**src/rtl/peripheral_uart_pkg.sv**
```systemverilog
// Shared definitions for the UART peripheral: parameter defaults and the transmitter state type.
package peripheral_uart_pkg;

   localparam int unsigned DIV_W_DEFAULT  = 16;
   localparam int unsigned DATA_W_DEFAULT = 8;

   typedef enum logic [2:0] {
      StIdle,
      StStart,
      StData,
      StParity,
      StStop
   } uart_tx_state_e;

endpackage

```
**src/rtl/peripheral_uart_baud_gen.sv**
```systemverilog
// Bit-period divider: loads a reload value, counts down to zero, ticks and reloads at zero.
module peripheral_uart_baud_gen
   import peripheral_uart_pkg::*;
#(
   parameter int unsigned DIV_W = DIV_W_DEFAULT
) (
   input  logic             clk,
   input  logic             rst,
   input  logic             load,
   input  logic             en,
   input  logic [DIV_W-1:0] div,
   output logic             tick
);

   logic [DIV_W-1:0] cnt_q, cnt_d;

   always_comb begin
      cnt_d = cnt_q;
      if (load) begin
         cnt_d = div;
      end else if (en) begin
         if (cnt_q == '0) begin
            cnt_d = div;
         end else begin
            cnt_d = cnt_q - DIV_W'(1);
         end
      end
   end

   assign tick = en && !load && (cnt_q == '0);

   always_ff @(posedge clk) begin
      if (rst) begin
         cnt_q <= '0;
      end else begin
         cnt_q <= cnt_d;
      end
   end

endmodule

```
**src/rtl/peripheral_uart_tx.sv**
```systemverilog
// UART transmitter: start bit, DATA_W bits LSB first, optional parity, one stop bit.
// Parity is built in only when PERIPHERAL_UART_TX_PARITY_EN is defined.
module peripheral_uart_tx
   import peripheral_uart_pkg::*;
#(
   parameter int unsigned DIV_W  = DIV_W_DEFAULT,
   parameter int unsigned DATA_W = DATA_W_DEFAULT
) (
   input  logic              clk,
   input  logic              rst,
   input  logic [DIV_W-1:0]  baud_div,
   input  logic [DATA_W-1:0] tx_data,
   input  logic              tx_valid,
   output logic              tx_ready,
   input  logic              cfg_parity_odd,
   output logic              tx_busy,
   output logic              uart_txd
);

   localparam int unsigned CntW = $clog2(DATA_W + 1);
   localparam logic [CntW-1:0] LastBit = CntW'(DATA_W - 1);

   uart_tx_state_e    state_q, state_d;
   logic [DATA_W-1:0] shreg_q, shreg_d;
   logic [CntW-1:0]   bit_cnt_q, bit_cnt_d;
   logic [DIV_W-1:0]  div_q, div_d;
   logic              txd_q, txd_d;
   logic              transfer;
   logic              tick;

   assign tx_ready = (state_q == StIdle);
   assign tx_busy  = (state_q != StIdle);
   assign transfer = tx_valid && tx_ready;
   assign uart_txd = txd_q;

`ifdef PERIPHERAL_UART_TX_PARITY_EN
   // Parity is folded at capture time so the shifting data register can be consumed freely.
   logic par_q, par_d;

   always_comb begin
      par_d = par_q;
      if (transfer) begin
         par_d = (^tx_data) ^ cfg_parity_odd;
      end
   end

   always_ff @(posedge clk) begin
      if (rst) begin
         par_q <= 1'b0;
      end else begin
         par_q <= par_d;
      end
   end
`else
   logic unused_parity_odd;
   assign unused_parity_odd = cfg_parity_odd;
`endif

   peripheral_uart_baud_gen #(
      .DIV_W (DIV_W)
   ) u_baud_gen (
      .clk  (clk),
      .rst  (rst),
      .load (transfer),
      .en   (tx_busy),
      .div  (transfer ? baud_div : div_q),
      .tick (tick)
   );

   always_comb begin
      state_d   = state_q;
      shreg_d   = shreg_q;
      bit_cnt_d = bit_cnt_q;
      div_d     = div_q;
      case (state_q)
         StIdle: begin
            if (tx_valid) begin
               state_d   = StStart;
               shreg_d   = tx_data;
               div_d     = baud_div;
               bit_cnt_d = '0;
            end
         end
         StStart: begin
            if (tick) state_d = StData;
         end
         StData: begin
            if (tick) begin
               shreg_d = shreg_q >> 1;
               if (bit_cnt_q == LastBit) begin
                  bit_cnt_d = '0;
`ifdef PERIPHERAL_UART_TX_PARITY_EN
                  state_d   = StParity;
`else
                  state_d   = StStop;
`endif
               end else begin
                  bit_cnt_d = bit_cnt_q + CntW'(1);
               end
            end
         end
`ifdef PERIPHERAL_UART_TX_PARITY_EN
         StParity: begin
            if (tick) state_d = StStop;
         end
`endif
         StStop: begin
            if (tick) state_d = StIdle;
         end
         default: state_d = StIdle;
      endcase
   end

   // Line value is decoded from the next state so uart_txd comes straight from a flop.
   always_comb begin
      txd_d = 1'b1;
      case (state_d)
         StStart:  txd_d = 1'b0;
         StData:   txd_d = shreg_d[0];
`ifdef PERIPHERAL_UART_TX_PARITY_EN
         StParity: txd_d = par_q;
`endif
         default:  txd_d = 1'b1;
      endcase
   end

   always_ff @(posedge clk) begin
      if (rst) begin
         state_q   <= StIdle;
         shreg_q   <= '0;
         bit_cnt_q <= '0;
         div_q     <= '0;
         txd_q     <= 1'b1;
      end else begin
         state_q   <= state_d;
         shreg_q   <= shreg_d;
         bit_cnt_q <= bit_cnt_d;
         div_q     <= div_d;
         txd_q     <= txd_d;
      end
   end

endmodule
```
**config.mk**
```make
export PLATFORM = sky130hd
export DESIGN_NAME = peripheral_uart_tx
export DESIGN_NICKNAME = d
export VERILOG_FILES = /design/src/rtl/peripheral_uart_pkg.sv /design/src/rtl/peripheral_uart_baud_gen.sv /design/src/rtl/peripheral_uart_tx.sv
export SDC_FILE = /design/constraint.sdc
export NUM_CORES = 1
export LEC_CHECK = 0
export ABC_CLOCK_PERIOD_IN_PS = 3700
export BUFFER_PORTS_ARGS = -buffer_cell sky130_fd_sc_hd__buf_2
export CORE_ASPECT_RATIO = 1.25
export CORE_MARGIN = 10
export CORE_UTILIZATION = 58
export CTS_CLUSTER_SIZE = 20
export DETAILED_ROUTE_END_ITERATION = 7
export MAX_ROUTING_LAYER = met4
export PLACE_DENSITY = 0.86
export SLEW_MARGIN = 20
export SYNTH_ARGS = -nofsm -noshare
export SYNTH_HDL_FRONTEND = slang
export SYNTH_HIERARCHICAL = 1
export SYNTH_SLANG_ARGS = --single-unit
```
**constraint.sdc**
```tcl
create_clock -name clk -period 3.7 [get_ports clk]
set_input_delay 0.555 -clock clk [delete_from_list [all_inputs] [get_ports clk]]
set_output_delay 0.555 -clock clk [all_outputs]
set_load 0.01 [all_outputs]
```
## Word level (Yosys, flattened, before mapping)

Index checks and enable logic that the tools add are counted.

| word-level totals | value |
|---|---|
| ROM bits | 0 |
| RAM bits | 0 |
| latch bits | 0 |
| output and inout port bits | 3 |
| flip-flop bits (word level) | 48 |
| memories | 0 |
| bits of input ports | 28 |

| cells by class | value |
|---|---|
| multipliers | 0 |
| add/sub/neg operators | 2 |
| multiplexer cells | 18 |
| div/mod/pow operators | 0 |
| equal/unequal tests | 8 |
| bitwise gates (word level) | 0 |
| order comparisons | 0 |
| shifts and indexed selects | 0 |
| reductions and logical operators | 11 |

Operators by type and width:

| cell | number |
|---|---|
| two-way mux 16 bit | 4 |
| logical NOT 16 bit | 1 |
| two-way mux 8 bit | 2 |
| case mux 8 bit (2 select lines) | 1 |
| subtractor 16 x 1 -> 16 bit, second input constant | 1 |
| two-way mux 3 bit | 5 |
| two-way mux 4 bit | 3 |
| case mux 3 bit (4 select lines) | 1 |
| case mux 4 bit (2 select lines) | 1 |
| == test 3 x 1 -> 1 bit, second input constant | 2 |
| == test 3 x 2 -> 1 bit, second input constant | 2 |
| adder 4 x 1 -> 4 bit, second input constant | 1 |
| == test 4 x 3 -> 1 bit, second input constant | 1 |
| inequality test 2 bit, second input constant | 2 |
| nonzero test 2 bit | 2 |
| == test 3 bit, second input constant | 1 |
| logical AND 1 bit | 3 |
| logical NOT 3 bit | 1 |
| AND reduction 3 bit | 1 |
| nonzero test 3 bit | 1 |
| case mux 1 bit (2 select lines) | 1 |
| AND reduction 2 bit | 1 |
| logical NOT 1 bit | 1 |

## Longest topological paths before layout

| logic depth | value |
|---|---|
| depth after elaboration | 9 |
| mapped depth | 13 |
| mapped depth without buffers | 9 |

## Cells and area by module

The synthesis kept the hierarchy.

Modules (own cells, without submodules):

| module | area each (um^2) | cells an instance | instances |
|---|---|---|---|
| peripheral_uart_tx | 1487.7 | 135 | 1 |
| peripheral_uart_baud_gen | 1182.4 | 144 | 1 |

## Worst setup path after synthesis

No wires, ideal clock.

| path | value |
|---|---|
| path kind | input to register |
| from | in tx_valid |
| to | reg bit_cnt_q[3] |
| stages | 12 |
| setup time | 0.075 ns |
| data arrival time | 2.717 ns |
| path slack | 0.908 ns |
| buffers on the path | 5 |
| cells stage by stage | nor4b_4 > buf_8 > buf_12 > clkbuf_1 > nand2b_1 > nor2_1 > and4bb_2 > buf_6 > nor2_2 > buf_6 > nand2_1 > a31oi_1 |

| between the ends | value |
|---|---|
| cells in the longest elaborated chain, start to end | 6 |
| elaborated cells between the ends (all ways) | 7 |
| those cells by class | eq/ne: 2; reduce/logical: 5 |

RTL lines:

| item | line | RTL |
|---|---|---|
| start: declaration | peripheral_uart_tx.sv:13 | `input logic tx_valid,` |
| logical AND 1 bit | peripheral_uart_tx.sv:33 | `assign transfer = tx_valid && tx_ready;` |
| named net transfer | peripheral_uart_tx.sv:28 | `logic transfer;` |
| logical NOT 1 bit | peripheral_uart_baud_gen.sv:30 | `assign tick = en && !load && (cnt_q == '0);` |
| logical AND 1 bit (2 in series) | peripheral_uart_baud_gen.sv:30 |  |
| named net tick | peripheral_uart_tx.sv:29 | `logic tick;` |
| inequality test 2 bit (no line) | - |  |
| AND reduction 3 bit (no line) | - |  |
| end signal: assignment | peripheral_uart_tx.sv:137 | `bit_cnt_q <= bit_cnt_d;` |
| end: declaration | peripheral_uart_tx.sv:25 | `logic [CntW-1:0] bit_cnt_q, bit_cnt_d;` |

The timed path passes the listed nets, and every way through them passes these cells.
A chain may end at the register's enable or synchronous reset.

## Worst setup path after layout

| path | value |
|---|---|
| from | reg u_baud_gen.cnt_q[9] |
| to | reg shreg_q[0] |

| between the ends | value |
|---|---|
| cells in the longest elaborated chain, start to end | 4 |

RTL lines:

| item | line | RTL |
|---|---|---|
| start: declaration | peripheral_uart_baud_gen.sv:15 | `logic [DIV_W-1:0] cnt_q, cnt_d;` |
| start signal: assignment | peripheral_uart_baud_gen.sv:36 | `cnt_q <= cnt_d;` |
| logical NOT 16 bit | peripheral_uart_baud_gen.sv:30 |  |
| logical AND 1 bit | peripheral_uart_baud_gen.sv:30 |  |
| named net tick | peripheral_uart_tx.sv:29 |  |
| two-way mux 8 bit | peripheral_uart_tx.sv:88 | `if (tick) begin` |
| case mux 8 bit (2 select lines) | peripheral_uart_tx.sv:75 | `case (state_q)` |
| end signal: assignment | peripheral_uart_tx.sv:136 | `shreg_q <= shreg_d;` |
| end: declaration | peripheral_uart_tx.sv:24 | `logic [DATA_W-1:0] shreg_q, shreg_d;` |

The timed path passes the listed nets, and every way through them passes these cells. The select of a mux whose other input is x is not followed.

==> results.sh <==
export IMPL_status="complete, no violations"
export IMPL_num_antenna_cells=0
export IMPL_cts_buffers=5
export IMPL_synth_edf_count=0
export IMPL_grt_pass1_vias=2149
export IMPL_antenna_found_initial=0
export IMPL_port_buffers=29
export IMPL_postPlaceCellArea_um2=2759
export IMPL_cts_tree="yes"
export IMPL_n_fill_cell=356
export IMPL_final_common_cell="dfxtp_1"
export IMPL_critPathMaxStageDelay_ns=0.60
export IMPL_die_w_um=80.69
export IMPL_synthArstFlopShare_pct=0
export IMPL_yosysSeqAreaShare_pct=35.99
export IMPL_clockRootBuffer="clkbuf_8"
export IMPL_synth_largest_area_cell="dfxtp_1"
export IMPL_post_cts_resized_instances=0
export IMPL_final_cell_mix="48 x dfxtp_1, 29 x buf_2, 21 x nand2_1, 19 x nor2_1, 10 x nor3_1"
export IMPL_pwr_share_seq_pct=40.6
export IMPL_drt_wl_total_mm=5.485
export IMPL_reg2reg_from="u_baud_gen/cnt_q[9]"
export IMPL_required_ns=3.85
export IMPL_dieArea_um2=7734
export IMPL_clock_path_buffers=2
export IMPL_clk_pin_slew_worst_paths_ns=0.08
export IMPL_grt_start_max_net_pins=47
export IMPL_setup_violations_final=0
export IMPL_die_h_um=95.86
export IMPL_ys_flop_type="dfxtp_1"
export IMPL_clock_sinks=48
export IMPL_gp_congestion=0.9175
export IMPL_reg2regPathDepth=7
export IMPL_grt_ovfl_total=0
export IMPL_hold_viol=0
export IMPL_yosys_area_share_simple_pct=27.65
export IMPL_ios=31
export IMPL_crit_arrival_ns=2.81
export IMPL_cts_htree_levels=2
export IMPL_fmax_ghz=0.3756
export IMPL_hpwl_mm=4.014
export IMPL_critPathLaunch="u_baud_gen/cnt_q[9]"
export IMPL_fin_skew_ns=0.006009
export IMPL_core_um2=4425
export IMPL_floorplan_initialDensity_pct=60.33
export IMPL_cp_start_kind="register"
export IMPL_holdWs_ns=0.4695
export IMPL_synth_top_family_by_area="simple AND/OR/NAND/NOR gates"
export IMPL_synth_area_top_cells="dfxtp_1 36%, mux2_4 4.5%, mux2_2 3.4%"
export IMPL_synth_compound_area_share_pct=18.09
export IMPL_synth_nets=310
export IMPL_netlist_area_um2=2670
export IMPL_area_delta_synth_final_pct=7.357
export IMPL_yosysUniqueCellTypes=72
export IMPL_switching_power_uw=614.2
export IMPL_initialDrtViolationCount=206
export IMPL_ctsHoldBuffers=0
export IMPL_final_nets=330
export IMPL_design_area_um2=2867
export IMPL_endpoint_kind="register"
export IMPL_synth_xor_area_share_pct=0.6560
export IMPL_finalSetupTns_ns=0
export IMPL_p_sw_share_pct=36.62
export IMPL_syn_area_per_cell_um2=9.570
export IMPL_postCtsSetupBuffers=0
export IMPL_p_leak_nw=1.114
export IMPL_grt_pass1_wl_mm=9.501
export IMPL_crit_slowest_cell="nor4_1"
export IMPL_cp_max_fo=11
export IMPL_routed_via_count=2141
export IMPL_r2r_end="shreg_q[0]"
export IMPL_final_layout_size_suffix_gt1_share_pct=26.33
export IMPL_min_period_over_period_pct=71.96
export IMPL_track_usage_pct=15.44
export IMPL_worst_slew_pin_transition_ns=0.8651
export IMPL_crit_type="reg -> reg"
export IMPL_min_period_ns=2.663
export IMPL_postRouteAntennaNets=0
export IMPL_rsz0062_at_grt="no"
export IMPL_drc=0
export IMPL_hold_class="reg -> reg"
export IMPL_power_density_nw_per_um2=585.1
export IMPL_p_int_mw=1.063
export IMPL_crit_end="shreg_q[0]"
export IMPL_ys_warn_count=6
export IMPL_rows=27
export IMPL_first_pass_iters=4
export IMPL_via_per_inst=5.980
export IMPL_power_frac_clock_pct=21.9
export IMPL_path_cells="nor4_1, nand4_1, nor2_1, and4bb_2, nor2_2, a22oi_4, a21oi_1"
export IMPL_ir_worst_vdd_uv=275.7
export IMPL_synth_top_area_share_pct=35.99
export IMPL_slew_headroom_pct=42.33
export IMPL_yosys_area_share_adder_pct=1.406
export IMPL_clk_latency_ns=0.30
export IMPL_drv_slew=0
export IMPL_post_drt_wl_per_cell_um=15.32
export IMPL_ys_ff_latch=48
export IMPL_syn_inst=279
export IMPL_cap_violations=0
export IMPL_rrSetupSlack_ns=1.04
export IMPL_p_comb_share_pct=37.5
export IMPL_muxShareOfSynthArea_pct=10.12
-- state kept, by name, indices dropped and copies added, names as in the netlist --
| signal | count |
|---|---|
| shreg_q | 8 |
| state_q | 3 |
| bit_cnt_q | 4 |
| uart_txd | 1 |
| u_baud_gen/cnt_q | 16 |
| div_q | 16 |
-- per-stage QoR --
step / setup slack [ns] / cells / total power, mW / util (%)
6_report: 1.037 / 358 / 1.677 / 64.77
5_1_grt: 0.7694 / 358 / 1.785 / 64.77
4_1_cts: 1.061 / 358 / 1.682 / 64.77
3_5_place_dp: 1.070 / 350 / 1.315 / 62.34
3_3_place_gp: 1.086 / 350 / 1.303 / 62.34
2_1_floorplan: 0.9081 / 279 / 1.202 / -
-- kinds of logic after synthesis --
group,Yosys count
DFF,48
and+or+nand+nor,121
xor gates and xnor gates,2
muxes,22
AOI/OAI and AO/OA,59
buffers and inverters,24
adders and majority gates,3
-- power by group through the flow --
| stage | clock network, mW | registers [mW] | logic [mW] |
|---|---|---|---|
| after floorplan | 0 | 0.655 | 0.546 |
| after global placement | 0 | 0.686 | 0.617 |
| after detailed placement | 0 | 0.688 | 0.627 |
| after CTS | 0.375 | 0.678 | 0.629 |
| after global routing | 0.391 | 0.694 | 0.700 |
| final | 0.367 | 0.681 | 0.629 |
-- layer usage --
layer / global-route usage [%] / share of wire [%]
met1: 16.79 / 44
met5: - / 0
met3: 3.172 / 4.2
met2: 26.46 / 50
met4: 6.936 / 1.7
-- synthesized netlist by cell type, types with 4 or more instances --
library cell,n
nor3_1,10
nand2_1,21
nor2b_1,9
clkbuf_1,5
mux2_2,8
nand2b_1,4
dfxtp_1,48
nand3_1,8
a21oi_1,9
a22oi_1,7
nor2_1,19
mux2i_1,6
buf_6,4
a31oi_1,4
nand4_1,7
nor4_1,4
a21oi_2,6
and2b_1,8
mux2_4,8
inv_1,7
-- worst min-delay path by stage --
stage,startpoint,to,slack (ns),cells after the start
floorplan,shreg_q[2],shreg_q[2],0.44,2
CTS,shreg_q[2],shreg_q[2],0.47,2
finish,shreg_q[2],shreg_q[2],0.47,2
global route,shreg_q[5],shreg_q[5],0.49,2
global placement,shreg_q[2],shreg_q[2],0.45,2
detailed placement,shreg_q[2],shreg_q[2],0.45,2
-- area by class of cell --
type	instances	area [um^2]	area share [%]
clock buffer	6	72.57	2.532
clock inverter	2	35.03	1.222
inverter	7	26.28	0.9166
multi-input combinational	207	1546	53.95
sequential	48	960.9	33.52
tap	58	72.57	2.532
timing repair buffer	30	152.6	5.325
-- critical path, delay by kind of cell (launching register included) --
family	cells	cell delay [ns]
and+or+nand+nor	5	1.85
DFF	1	0.37
AOI/OAI and AO/OA	2	0.28
Power figures use the tool's default switching activity.
